==> config.mk <==
export PLATFORM = sky130hd
export DESIGN_NAME = ysyx_23060184_exu_ctrl_flat
export DESIGN_NICKNAME = d
export VERILOG_FILES = /design/src/rtl/ysyx_23060184_exu_ctrl_if.sv /design/src/rtl/ysyx_23060184_exu_ctrl.sv /design/src/flat_wrapper.sv
export SDC_FILE = /design/constraint.sdc
export NUM_CORES = 1
export LEC_CHECK = 0
export BUFFER_PORTS_ARGS = -buffer_cell sky130_fd_sc_hd__buf_2
export CORE_MARGIN = 2
export CORE_UTILIZATION = 49
export CTS_CLUSTER_SIZE = 24
export DETAILED_ROUTE_END_ITERATION = 7
export HOLD_SLACK_MARGIN = 0.15
export PLACE_DENSITY = 0.78
export SETUP_SLACK_MARGIN = 0.1
export SYNTH_ARGS = -nofsm -noshare
export SYNTH_HDL_FRONTEND = slang
export SYNTH_SLANG_ARGS = --single-unit
==> constraint.sdc <==
create_clock -name clk -period 1.9 [get_ports clk]
set_input_delay 0.285 -clock clk [delete_from_list [all_inputs] [get_ports clk]]
set_output_delay 0.285 -clock clk [all_outputs]
set_load 0.01 [all_outputs]
==> src/rtl/ysyx_23060184_exu_ctrl_if.sv <==
// Handshake and datapath bundle between the execute sequencer and its neighbours.
// Handshake: a transfer happens on a rising edge where valid & ready are both high; valid never waits on ready.
interface ysyx_23060184_exu_ctrl_if #(
    parameter int DATA_WIDTH   = 32,
    parameter int PC_SRC_WIDTH = 2
);
    logic                    in_valid;
    logic                    in_ready;
    logic                    in_multi;
    logic                    flush;
    logic                    opnd_we;
    logic [DATA_WIDTH-1:0]   alu_result;
    logic [DATA_WIDTH-1:0]   pc_target;
    logic [PC_SRC_WIDTH-1:0] pc_src;
    logic                    out_valid;
    logic                    out_ready;
    logic [DATA_WIDTH-1:0]   out_result;
    logic [PC_SRC_WIDTH-1:0] out_pc_src;
    logic                    redirect;
    logic [DATA_WIDTH-1:0]   redirect_pc;
    logic                    busy;
    logic [1:0]              state;

    modport slave (
        input  in_valid, in_multi, flush, alu_result, pc_target, pc_src, out_ready,
        output in_ready, opnd_we, out_valid, out_result, out_pc_src, redirect,
               redirect_pc, busy, state
    );

    modport master (
        output in_valid, in_multi, flush, alu_result, pc_target, pc_src, out_ready,
        input  in_ready, opnd_we, out_valid, out_result, out_pc_src, redirect,
               redirect_pc, busy, state
    );
endinterface

==> src/rtl/ysyx_23060184_exu_ctrl.sv <==
// Execute-stage sequencer: accepts decoded ops, waits out their latency, captures
// the datapath result and emits a one-cycle PC redirect for taken control transfers.
module ysyx_23060184_exu_ctrl #(
    parameter int DATA_WIDTH   = 32,
    parameter int PC_SRC_WIDTH = 2,
    parameter int MULTI_LAT    = 4,
    parameter int CNT_WIDTH    = 3
) (
    input logic                          clk,
    input logic                          rstn,
    ysyx_23060184_exu_ctrl_if.slave      ifc
);
    typedef enum logic [1:0] {
        IDLE = 2'd0,
        EXEC = 2'd1,
        DONE = 2'd2
    } state_t;

    localparam logic [CNT_WIDTH-1:0] MULTI_LOAD = CNT_WIDTH'(MULTI_LAT - 1);

    state_t                  state;
    logic [CNT_WIDTH-1:0]    cnt;
    logic                    out_valid_q;
    logic [DATA_WIDTH-1:0]   out_result_q;
    logic [PC_SRC_WIDTH-1:0] out_pc_src_q;
    logic [DATA_WIDTH-1:0]   target_q;
    logic                    redirect_q;
    logic [DATA_WIDTH-1:0]   redirect_pc_q;

    logic in_ready;
    logic acc;

    // Accepting in DONE overlaps the new op's operand load with the old op's handshake.
    always_comb begin
        in_ready = ~ifc.flush & ((state == IDLE) | ((state == DONE) & ifc.out_ready));
        acc      = ifc.in_valid & in_ready;
    end

    always_ff @(posedge clk or negedge rstn) begin
        if (!rstn) begin
            state         <= IDLE;
            cnt           <= '0;
            out_valid_q   <= 1'b0;
            out_result_q  <= '0;
            out_pc_src_q  <= '0;
            target_q      <= '0;
            redirect_q    <= 1'b0;
            redirect_pc_q <= '0;
        end else begin
            redirect_q <= 1'b0;
            if (ifc.flush) begin
                state       <= IDLE;
                out_valid_q <= 1'b0;
                cnt         <= '0;
            end else begin
                case (state)
                    IDLE: begin
                        if (acc) begin
                            state <= EXEC;
                            cnt   <= ifc.in_multi ? MULTI_LOAD : '0;
                        end
                    end
                    EXEC: begin
                        if (cnt != '0) begin
                            cnt <= cnt - CNT_WIDTH'(1);
                        end else begin
                            out_result_q <= ifc.alu_result;
                            out_pc_src_q <= ifc.pc_src;
                            target_q     <= ifc.pc_target;
                            out_valid_q  <= 1'b1;
                            state        <= DONE;
                        end
                    end
                    DONE: begin
                        if (out_valid_q && ifc.out_ready) begin
                            out_valid_q <= 1'b0;
                            if (out_pc_src_q != '0) begin
                                redirect_q    <= 1'b1;
                                redirect_pc_q <= target_q;
                            end
                            if (acc) begin
                                state <= EXEC;
                                cnt   <= ifc.in_multi ? MULTI_LOAD : '0;
                            end else begin
                                state <= IDLE;
                            end
                        end
                    end
                    default: begin
                        state <= IDLE;
                        cnt   <= '0;
                    end
                endcase
            end
        end
    end

    assign ifc.in_ready    = in_ready;
    assign ifc.opnd_we     = acc;
    assign ifc.out_valid   = out_valid_q;
    assign ifc.out_result  = out_result_q;
    assign ifc.out_pc_src  = out_pc_src_q;
    assign ifc.redirect    = redirect_q;
    assign ifc.redirect_pc = redirect_pc_q;
    assign ifc.busy        = (state != IDLE);
    assign ifc.state       = state;
endmodule

==> src/flat_wrapper.sv <==
// flat-port wrapper written by rule: the top's interface ports become plain ports
module ysyx_23060184_exu_ctrl_flat 
#(
    parameter int DATA_WIDTH   = 32,
    parameter int PC_SRC_WIDTH = 2,
    parameter int MULTI_LAT    = 4,
    parameter int CNT_WIDTH    = 3
)
  (clk, rstn, ifc_in_valid, ifc_in_multi, ifc_flush, ifc_alu_result, ifc_pc_target, ifc_pc_src, ifc_out_ready, ifc_in_ready, ifc_opnd_we, ifc_out_valid, ifc_out_result, ifc_out_pc_src, ifc_redirect, ifc_redirect_pc, ifc_busy, ifc_state);
  ysyx_23060184_exu_ctrl_if #(.DATA_WIDTH(DATA_WIDTH), .PC_SRC_WIDTH(PC_SRC_WIDTH)) ifc_i ();
  input logic clk;
  input logic rstn;
  input wire logic [$bits(ifc_i.in_valid)-1:0] ifc_in_valid;
  input wire logic [$bits(ifc_i.in_multi)-1:0] ifc_in_multi;
  input wire logic [$bits(ifc_i.flush)-1:0] ifc_flush;
  input wire logic [$bits(ifc_i.alu_result)-1:0] ifc_alu_result;
  input wire logic [$bits(ifc_i.pc_target)-1:0] ifc_pc_target;
  input wire logic [$bits(ifc_i.pc_src)-1:0] ifc_pc_src;
  input wire logic [$bits(ifc_i.out_ready)-1:0] ifc_out_ready;
  output wire logic [$bits(ifc_i.in_ready)-1:0] ifc_in_ready;
  output wire logic [$bits(ifc_i.opnd_we)-1:0] ifc_opnd_we;
  output wire logic [$bits(ifc_i.out_valid)-1:0] ifc_out_valid;
  output wire logic [$bits(ifc_i.out_result)-1:0] ifc_out_result;
  output wire logic [$bits(ifc_i.out_pc_src)-1:0] ifc_out_pc_src;
  output wire logic [$bits(ifc_i.redirect)-1:0] ifc_redirect;
  output wire logic [$bits(ifc_i.redirect_pc)-1:0] ifc_redirect_pc;
  output wire logic [$bits(ifc_i.busy)-1:0] ifc_busy;
  output wire logic [$bits(ifc_i.state)-1:0] ifc_state;
  assign ifc_i.in_valid = ifc_in_valid;
  assign ifc_i.in_multi = ifc_in_multi;
  assign ifc_i.flush = ifc_flush;
  assign ifc_i.alu_result = ifc_alu_result;
  assign ifc_i.pc_target = ifc_pc_target;
  assign ifc_i.pc_src = ifc_pc_src;
  assign ifc_i.out_ready = ifc_out_ready;
  assign ifc_in_ready = ifc_i.in_ready;
  assign ifc_opnd_we = ifc_i.opnd_we;
  assign ifc_out_valid = ifc_i.out_valid;
  assign ifc_out_result = ifc_i.out_result;
  assign ifc_out_pc_src = ifc_i.out_pc_src;
  assign ifc_redirect = ifc_i.redirect;
  assign ifc_redirect_pc = ifc_i.redirect_pc;
  assign ifc_busy = ifc_i.busy;
  assign ifc_state = ifc_i.state;
  ysyx_23060184_exu_ctrl #(.DATA_WIDTH(DATA_WIDTH), .PC_SRC_WIDTH(PC_SRC_WIDTH), .MULTI_LAT(MULTI_LAT), .CNT_WIDTH(CNT_WIDTH)) u_core (.clk(clk), .rstn(rstn), .ifc(ifc_i));
endmodule
==> results.yml, run 1 <==
critical_path:
  slowest_stage: "dfrtp_2"
  cpPeakStageDelay_ps: 420
  cp-end-kind: "output pin"
  crit_start: "u_core.ifc.state[0]$_DFFE_PN0P_"
  cp.required_ps: 1620
  cp_max_fo: 4
  critPathKind: "reg -> out"
  path_cells: "nor2_2, buf_4, a21boi_2, and2_1, buf_2"
  regToRegStartpoint: "u_core.ifc.state[0]$_DFFE_PN0P_"
  cp-start-kind: "flip-flop"
  cp.arrival_ps: 1440
global_route:
  antenna_found_initial: 0
  grt_overflow: 0
  grt_max_degree: 42
  track_usage_pct: 22.5
  grt_pass1_vias: 3493
  grt_pass1_wl_um: 16000
sta:
  drv_slew: 0
  rsz0062_at_grt: "false"
  finalSetupViolations: 0
  timing.setup.tns_ps: 0
  fin_skew_ps: 8.77
  min_period_ps: 1730
  hold_violations: 0
  fin_crit_sh_pct: 91.0
  fmax_ghz: 0.578
  worst_pin_slew_ps: 474
  maxSlewHeadroom_pct: 68.4
synthesis:
  synth_common_cells: "nand2_1 (202), dfrtp_1 (105), mux2_2 (32)"
  synth_flop_cell: "dfrtp_1"
  synth_edf_count: 0
  synth_seq_area_share_pct: 64.1
  ys_warn_count: 0
  ys_ff_latch: 105
  synth_cell_types: 27
  synth.most_common_cell: "nand2_1"
  synth.largest_area_cell: "dfrtp_1"
  async_flop_share_pct: 100
  syn_area_sq_um: 4100
  syn_inst: 399
  syn_area_per_cell_sq_um: 10.3
  synthTopCellsByArea: "dfrtp_1 (64%), nand2_1 (18%), mux2_2 (8.8%)"
  synth_top_area_share_pct: 64.1
  syn-num-nets: 473
placed_design:
  place_area_sq_um: 4990
  portBuffers: 144
  gp_congestion: 0.815
  hpwl_um: 6240
final_layout:
  fin_area_sq_um: 5880
  n_antenna_cell: 0
  drive_gt1_share_pct: 34.1
  nets: 688
  area_delta_synth_final_pct: 43.4
drt:
  drc: 0
  num_vias: 3486
  wirelength_um: 9860
  viasPerCell: 4.81
  detail-route-antenna-nets: 0
  firstDrtPassIters: 4
  drt_iter0_markers: 124
  wire_per_inst_um: 13.6
pwr:
  p_leak_nw: 3.31
  power_density_nw_per_um2: 1070
  peakVddDrop_mv: 0.566
floorplan:
  num_rows: 33
  die_h_um: 95.5
  die_area_sq_um: 9120
  initial_utilization_pct: 50.2
  io-pin-count: 145
  die_w_um: 95.5
  fp.coreArea_sq_um: 8180
cts:
  path_clk_slew_ps: 90
  cts_buffers: 9
  h-tree-depth: 3
  numClockSinks: 105
  clk_path_buf_depth: 2
  cts_tree: "yes"
  clk_latency_ps: 350
  cts-root-buf: "clkbuf_8"
flow_run:
  drv_cap: 0
worst_hold_path:
  min_from: "ifc_pc_src[1]"
  hp-class: "in -> reg"
status:
  outcome: "finished clean"
## power breakdown
group	switching [mW]	internal [mW]
clock	0.717	0.553
combinational	0.956	0.790
sequential	0.363	2.92
## state kept, by name (all words and copies together) (netlist names)
signal,count
u_core.cnt,3
u_core.ifc.out_valid,1
u_core.ifc.state,2
u_core.ifc.redirect,1
u_core.ifc.redirect_pc,32
u_core.target_q,32
u_core.ifc.out_pc_src,2
u_core.ifc.out_result,32
## area by class of cell
type / instances / area, sq um
inverters: 4 / 15.0
fillers: 595 / 2290
well taps: 105 / 131
multi-input cells: 270 / 1360
clock buffers: 11 / 151
clock inverters: 5 / 37.5
flip-flops and latches: 105 / 2630
repair buffers: 224 / 1560
## cell families after synthesis
group                    Yosys count  synth area share, %
AO/OA/AOI/OAI                     15                 2.32
adder cells (fa/ha/maj)            2                0.610
buffers and inverters             24                 3.08
flip-flops                       105                 64.1
multiplexers                      33                 9.03
AND/OR/NAND/NOR                  220                 20.9
## per-layer routing
metal	vias to the layer above	wire length [um]	track usage [%]
met5	-	0	0
met4	0	139	8.21
li1	1677	-	-
met3	14	784	5.61
met2	124	4770	38.6
met1	1671	4170	27.7
## critical path, delay by kind of cell, from the launching register on
family          cells  cell delay (ps)
compound gates      1              180
simple gates        2              240
buf+inv             2              260
flops               1              420
## through the flow
stage / total power [mW] / util [%] / instances / hold WS, ps / setup WS, ps
CTS: 6.34 / 71.8 / 724 / 151 / 112
global placement: 4.84 / 61.1 / 639 / 263 / 254
floorplan: 4.17 / - / 399 / -10.6 / 149
detailed placement: 4.94 / 61.1 / 639 / 272 / 184
finish: 6.30 / 71.9 / 724 / 165 / 171
global route: 6.78 / 71.9 / 724 / 171 / 87.4
## cell usage in the layout, fill, tap and decap left out, drive strengths merged
cell         instances
clkbuf              11
mux2                32
nand3                2
o41ai                1
clkinvlp             2
inv                  5
a2bb2oi              1
or3b                 1
nand2b               2
dlygate4sd3         68
ha                   2
buf                156
a31oi                1
a211oi               1
and3                 1
or2                  2
nor2                 8
dfrtp              105
a21boi               1
nand2              202
a21oi                3
clkinv               2
o2111a               1
o21ai                6
mux2i                1
and2                 2
## final timing paths
path                                                          to  slack, ps  depth (start not counted)
setup / recovery                                     ifc_opnd_we        170                          5
hold / removal              u_core.ifc.out_pc_src[1]$_DFFE_PN0P_        170                          3
setup reg to reg                  u_core.target_q[9]$_DFFE_PN0P_        240                          6
hold reg to reg                  u_core.target_q[17]$_DFFE_PN0P_        470                          2
max in group asynchronous        u_core.target_q[27]$_DFFE_PN0P_        770                          3
min in group asynchronous  u_core.ifc.redirect_pc[4]$_DFFE_PN0P_        430                          2
## what timing repair did
item / CTS / global route
endpoints found under the setup margin: 2 / 4
setup buffers: 1 / 0
hold endpoints to repair: 101 / 0
hold buffers: 68 / 0
gates resized for setup: 2 / 3
No activity file was read; power rests on OpenSTA's default activity.
==> run 2, diff against run 1 <==
ABC_AREA = 1   (was not set)
CORE_UTILIZATION = 50   (was 49)
PLACE_DENSITY = 0.79   (was 0.78)
==> run 2 against run 1 <==
Clock skew up 3.1 ps. Fmax up 5.6%. Combinational power up 46%. Via count increased by 9.7%. Count of clock-buffer cells in the layout decreased by 1. Sequential share of layout area barely moved. Critical path depth increased by 4. First-iteration DRC count increased by 44%. Critical path type is now reg -> reg. Largest cell class unchanged. Largest power group unchanged.
==> results.yml, run 2 <==
sta:
  fin_crit_sh_pct: 86.2
  finalSetupViolations: 0
  fmax_ghz: 0.611
  hold_violations: 0
  maxSlewHeadroom_pct: 71.3
  timing.setup.tns_ps: 0
  rsz0062_at_grt: "false"
  worst_pin_slew_ps: 430
  drv_slew: 0
  fin_skew_ps: 11.9
  min_period_ps: 1640
final_layout:
  drive_gt1_share_pct: 25.7
  layout_common_cells: "nand2_1 (306), buf_2 (143), dfrtp_1 (105)"
  fillers: 621
  layout_commonest_cell: "nand2_1"
  n_antenna_cell: 0
  nets: 769
  multi_input_comb_area_sq_um: 1360
  register_area_sq_um: 2630
  fin_area_sq_um: 5880
  area_delta_synth_final_pct: 39.8
placed_design:
  hpwl_um: 6590
  place_area_sq_um: 5000
  gp_congestion: 0.867
  portBuffers: 144
critical_path:
  cp.arrival_ps: 1880
  cp.required_ps: 2140
  reg2reg_depth: 9
  cp-end-kind: "flip-flop"
  crit_start: "u_core.cnt[0]$_DFFE_PN0P_"
  regToRegStartpoint: "u_core.cnt[0]$_DFFE_PN0P_"
  r2r_slack_ps: 260
  path_cells: "inv_1, ha_1, inv_1, nor2_2, nand3_2, buf_4, nand3_1, nand2_1, nand2_1"
  reg2reg_to: "u_core.cnt[2]$_DFFE_PN0P_"
  cpPeakStageDelay_ps: 380
  critPathKind: "reg -> reg"
  crit_end: "u_core.cnt[2]$_DFFE_PN0P_"
  cp-start-kind: "flip-flop"
  slowest_stage: "dfrtp_1"
  cp_max_fo: 29
worst_hold_path:
  hp-class: "in -> reg"
floorplan:
  die_area_sq_um: 9170
  io-pin-count: 145
  initial_utilization_pct: 51.5
  num_rows: 33
  die_h_um: 95.7
  fp.coreArea_sq_um: 8180
  die_w_um: 95.7
drt:
  firstDrtPassIters: 5
  num_vias: 3823
  drc: 0
  viasPerCell: 4.75
  drt_iter0_markers: 178
  detail-route-antenna-nets: 0
  wirelength_um: 10500
  wire_per_inst_um: 13.0
pwr:
  clockPowerShare_pct: 18.6
  power_density_nw_per_um2: 1270
  pwr-share-seq_pct: 47.2
  p_leak_nw: 3.45
  switching_share_pct: 36.5
  peakVddDrop_mv: 0.731
  comb_power_share_pct: 34.2
  internal-power_mw: 4.73
  p_sw_mw: 2.72
synthesis:
  synth_seq_area_share_pct: 62.4
  synth_top_area_share_pct: 62.4
  syn-num-nets: 559
  synth_flop_cell: "dfrtp_1"
  synthTopCellsByArea: "dfrtp_1 (62%), nand2_1 (27%), buf_6 (2.4%)"
  syn_area_per_cell_sq_um: 8.68
  synth.most_common_cell: "nand2_1"
  synth_cell_types: 18
  ys_warn_count: 0
  ys_ff_latch: 105
  synth.largest_area_cell: "dfrtp_1"
  async_flop_share_pct: 100
  synth_common_cells: "nand2_1 (306), dfrtp_1 (105), inv_1 (13)"
  syn_area_sq_um: 4210
  syn_inst: 485
  synth_edf_count: 0
global_route:
  grt_overflow: 0
  antenna_found_initial: 0
  grt_max_degree: 71
  track_usage_pct: 23.2
  grt_pass1_wl_um: 16500
  grt_pass1_vias: 3627
cts:
  path_clk_slew_ps: 100
  clk_latency_ps: 360
  cts_tree: "yes"
  clk_path_buf_depth: 2
  h-tree-depth: 3
  cts_buffers: 9
  cts-root-buf: "clkbuf_8"
  numClockSinks: 105
status:
  outcome: "finished clean"
flow_run:
  drv_cap: 0
run 2: changes by cell type after synthesis, moves of 3 or more:
cell / previous run / this run
nand2_1: 202 / 306
mux2_2: 32 / 0
clkbuf_1: 11 / 1
inv_1: 4 / 13
nand3_1: 2 / 9
buf_6: 4 / 9
inv_2: 0 / 4
buf_2: 5 / 8
nor2_1: 7 / 10
run 2: logic make-up (layout without fill, tap and decap cells):
logic type	after synthesis	count (layout)	synth area share [%]
flip-flops	105	105	62.4
buffers and inverters	37	252	5.32
adder cells (fa/ha/maj)	2	2	0.595
AO/OA/AOI/OAI	9	9	1.07
AND/OR/NAND/NOR	332	332	30.6
run 2: worst max-delay path, delay by kind of cell (launching register included):
family	cells	cell delay, ps
AND/OR/NAND/NOR	5	460
buffers and inverters	3	460
flip-flops	1	380
adder cells (fa/ha/maj)	1	220
run 2: power by group through the flow:
stage	logic (mW)	clock network (mW)	registers [mW]
2_1_floorplan	1.33	0	3.69
6_report	2.55	1.39	3.51
3_3_place_gp	2.32	0	3.50
3_5_place_dp	2.44	0	3.51
4_1_cts	2.55	1.44	3.49
5_1_grt	2.89	1.51	3.60
run 2: final cells by class:
type                            instances  area share (%)
Sequential cell                       105            44.7
Timing Repair Buffer                  219            25.4
Multi-Input combinational cell        343            23.2
Clock buffer                           10            2.34
Tap cell                              105            2.23
Clock inverter                          6            1.11
Inverter                               17            1.09
run 2: timing repair:
item                                    in CTS  in global routing
endpoints found under the setup margin       0                  4
hold buffers                                67                  0
setup buffers                                0                  0
gates resized for setup                      0                  1
hold endpoints to repair                   171                  0
run 2: how the worst min path moves through the flow:
| stage | startpoint | endpoint | cells after the start |
|---|---|---|---|
| floorplan | rstn | u_core.cnt[0]$_DFFE_PN0P_ | 0 |
| global placement | rstn | u_core.ifc.redirect_pc[17]$_DFFE_PN0P_ | 2 |
| detailed placement | rstn | u_core.ifc.redirect_pc[17]$_DFFE_PN0P_ | 2 |
| CTS | ifc_flush | u_core.cnt[2]$_DFFE_PN0P_ | 4 |
| global route | ifc_flush | u_core.ifc.state[0]$_DFFE_PN0P_ | 4 |
| finish | ifc_in_valid | u_core.ifc.state[0]$_DFFE_PN0P_ | 3 |
run 2: layer usage:
layer / GRT usage (%) / vias up / wire, um
li1: - / 1871 / -
met1: 30.5 / 1792 / 4470
met2: 38.9 / 148 / 5100
met3: 5.09 / 12 / 779
met4: 6.55 / 0 / 119
met5: 0 / - / 0
run 2: metrics by stage:
stage / worst slack [ps] / util (%) / power (mW) / hold slack (ps) / std cells
final: 263 / 71.9 / 7.44 / 279 / 805
after global routing: 94.1 / 71.9 / 8.00 / 279 / 805
after CTS: 251 / 71.9 / 7.48 / 264 / 805
after detailed placement: 281 / 61.2 / 5.96 / 333 / 722
after global placement: 404 / 61.2 / 5.82 / 328 / 722
after floorplan: 513 / - / 5.01 / -10.6 / 485
==> run 3, diff against run 2 <==
CORE_ASPECT_RATIO = 0.8   (was not set)
==> run 3 against run 2 <==
Design area barely moved. Sequential power about the same. Routed wire length grew 4.5%. Worst hold slack worse by 110 ps. Core utilization grew 1.1 points. Register-to-register slack improved by 70 ps. Power up 0.73%. Critical path type is now reg -> out. Highest routed layer unchanged.
==> results.yml, run 3 (synthesis gave the netlist of run 2 again) <==
sta:
  fin_skew_ps: 11.5
  timing.setup.tns_ps: 0
  layout_setup_ws_ps: 282
  hold_violations: 0
  finalSetupViolations: 0
  finalHoldWorstSlack_ps: 173
  maxSlewHeadroom_pct: 60.5
  fmax_ghz: 0.618
  rsz0062_at_grt: "false"
  fin_crit_sh_pct: 85.1
  worst_pin_slew_ps: 592
  drv_slew: 0
  min_period_ps: 1620
floorplan:
  io-pin-count: 145
  num_rows: 29
  die_area_sq_um: 9170
  die_h_um: 86.1
  die_w_um: 107
  initial_utilization_pct: 52.2
  fp.coreArea_sq_um: 8060
global_route:
  track_usage_pct: 25.4
  grt_overflow: 0
  grt_pass1_vias: 3851
  grt_pass1_wl_um: 18300
  antenna_found_initial: 0
  grt_max_degree: 66
drt:
  m1WireLength_um: 4810
  drc: 0
  route.met2.wl_um: 5240
  maxUsedRoutingLayer: "met4"
  wl_met3_um: 726
  detail-route-antenna-nets: 0
  firstDrtPassIters: 4
  wire_per_inst_um: 13.6
  viasPerCell: 4.76
  drt_iter0_markers: 235
  wirelength_um: 10900
  num_vias: 3837
placed_design:
  hpwl_um: 6650
  dp.cells: 724
  portBuffers: 144
  place_area_sq_um: 5010
  pre_cts_slack_ps: 345
  gp_congestion: 0.804
critical_path:
  cp.arrival_ps: 1330
  reg2reg_depth: 9
  cp-start-kind: "flip-flop"
  reg2reg_to: "u_core.cnt[0]$_DFFE_PN0P_"
  critPathKind: "reg -> out"
  regToRegStartpoint: "u_core.cnt[0]$_DFFE_PN0P_"
  cp-end-kind: "output pin"
  r2r_slack_ps: 330
  cp.required_ps: 1620
  cp_max_fo: 4
final_layout:
  register_area_sq_um: 2630
  area_delta_synth_final_pct: 39.9
  postLayoutCoreUtil_pct: 73.1
  drive_gt1_share_pct: 25.5
  fillers: 592
  nets: 767
  layout_common_cells: "nand2_1 (306), buf_2 (143), dfrtp_1 (105)"
  layout_commonest_cell: "nand2_1"
  instances_no_fill: 806
  fin_area_sq_um: 5890
  n_antenna_cell: 0
  multi_input_comb_area_sq_um: 1360
cts:
  clk_path_buf_depth: 2
  clk_latency_ps: 360
  numClockSinks: 105
  cts_buffers: 9
  post_cts_resized: 0
  h-tree-depth: 3
  ctsHoldBuffers: 66
  cts-root-buf: "clkbuf_8"
  cts_tree: "yes"
  path_clk_slew_ps: 90
  cts_setup_buffers: 0
pwr:
  power_density_nw_per_um2: 1270
  peakVddDrop_mv: 0.778
  total_power_mw: 7.50
  internal-power_mw: 4.75
  clockPowerShare_pct: 18.9
  p_sw_mw: 2.75
  p_leak_nw: 3.45
  comb_power_share_pct: 34.2
  pwr-share-seq_pct: 46.8
  switching_share_pct: 36.6
status:
  outcome: "finished clean"
worst_hold_path:
  min_from: "ifc_pc_target[31]"
  hp-class: "in -> reg"
  hold_depth: 3
  min_to: "u_core.target_q[31]$_DFFE_PN0P_"
flow_run:
  drv_cap: 0
[run 3: cell types whose count changed in the layout (fill, tap and decap cells not counted)]
cell / previous run / this run
buf_4: 6 / 4
dlygate4sd3_1: 67 / 66
buf_12: 3 / 4
nor2_2: 3 / 2
clkinv_4: 0 / 3
clkinvlp_4: 1 / 0
clkinv_2: 2 / 0
nor2_1: 9 / 10
[run 3: how the worst max path moves through the flow]
stage / to / slack, ps / depth (start not counted) / from
after floorplan: u_core.ifc.out_result[0]$_DFFE_PN0P_ / 510 / 9 / u_core.cnt[0]$_DFFE_PN0P_
after global placement: u_core.cnt[0]$_DFFE_PN0P_ / 400 / 9 / u_core.cnt[0]$_DFFE_PN0P_
after detailed placement: u_core.cnt[0]$_DFFE_PN0P_ / 340 / 9 / u_core.cnt[0]$_DFFE_PN0P_
after CTS: ifc_opnd_we / 270 / 4 / u_core.ifc.state[0]$_DFFE_PN0P_
after global routing: ifc_opnd_we / 150 / 4 / u_core.ifc.state[0]$_DFFE_PN0P_
final: ifc_opnd_we / 280 / 4 / u_core.ifc.state[0]$_DFFE_PN0P_
[run 3: routing by layer]
layer | GRT usage (%) | vias to the layer above
li1 | - | 1873
met1 | 34.4 | 1798
met2 | 40.9 | 149
met3 | 7.07 | 17
met4 | 6.97 | 0
met5 | 0 | -
[run 3: worst max-delay path, cell delays in order, from the launching register on]
cell and delay, ps:
dfrtp_1 440, nor2_1 230, nand3_1 130, inv_1 70, buf_2 120
[run 3: power by group through the flow]
stage               Sequential [mW]  Combinational [mW]  Clock (mW)
finish                         3.51                2.57        1.42
detailed placement             3.52                2.46           0
global placement               3.50                2.37           0
floorplan                      3.69                1.33           0
CTS                            3.49                2.56        1.46
global route                   3.59                2.92        1.56
[run 3: area by class of cell]
class / instances / share of cell area (%)
clock buffer: 10 / 2.34
tap: 108 / 2.30
inverter: 17 / 1.08
multi-input combinational: 343 / 23.1
timing repair buffer: 217 / 25.3
clock inverter: 6 / 1.25
sequential: 105 / 44.6
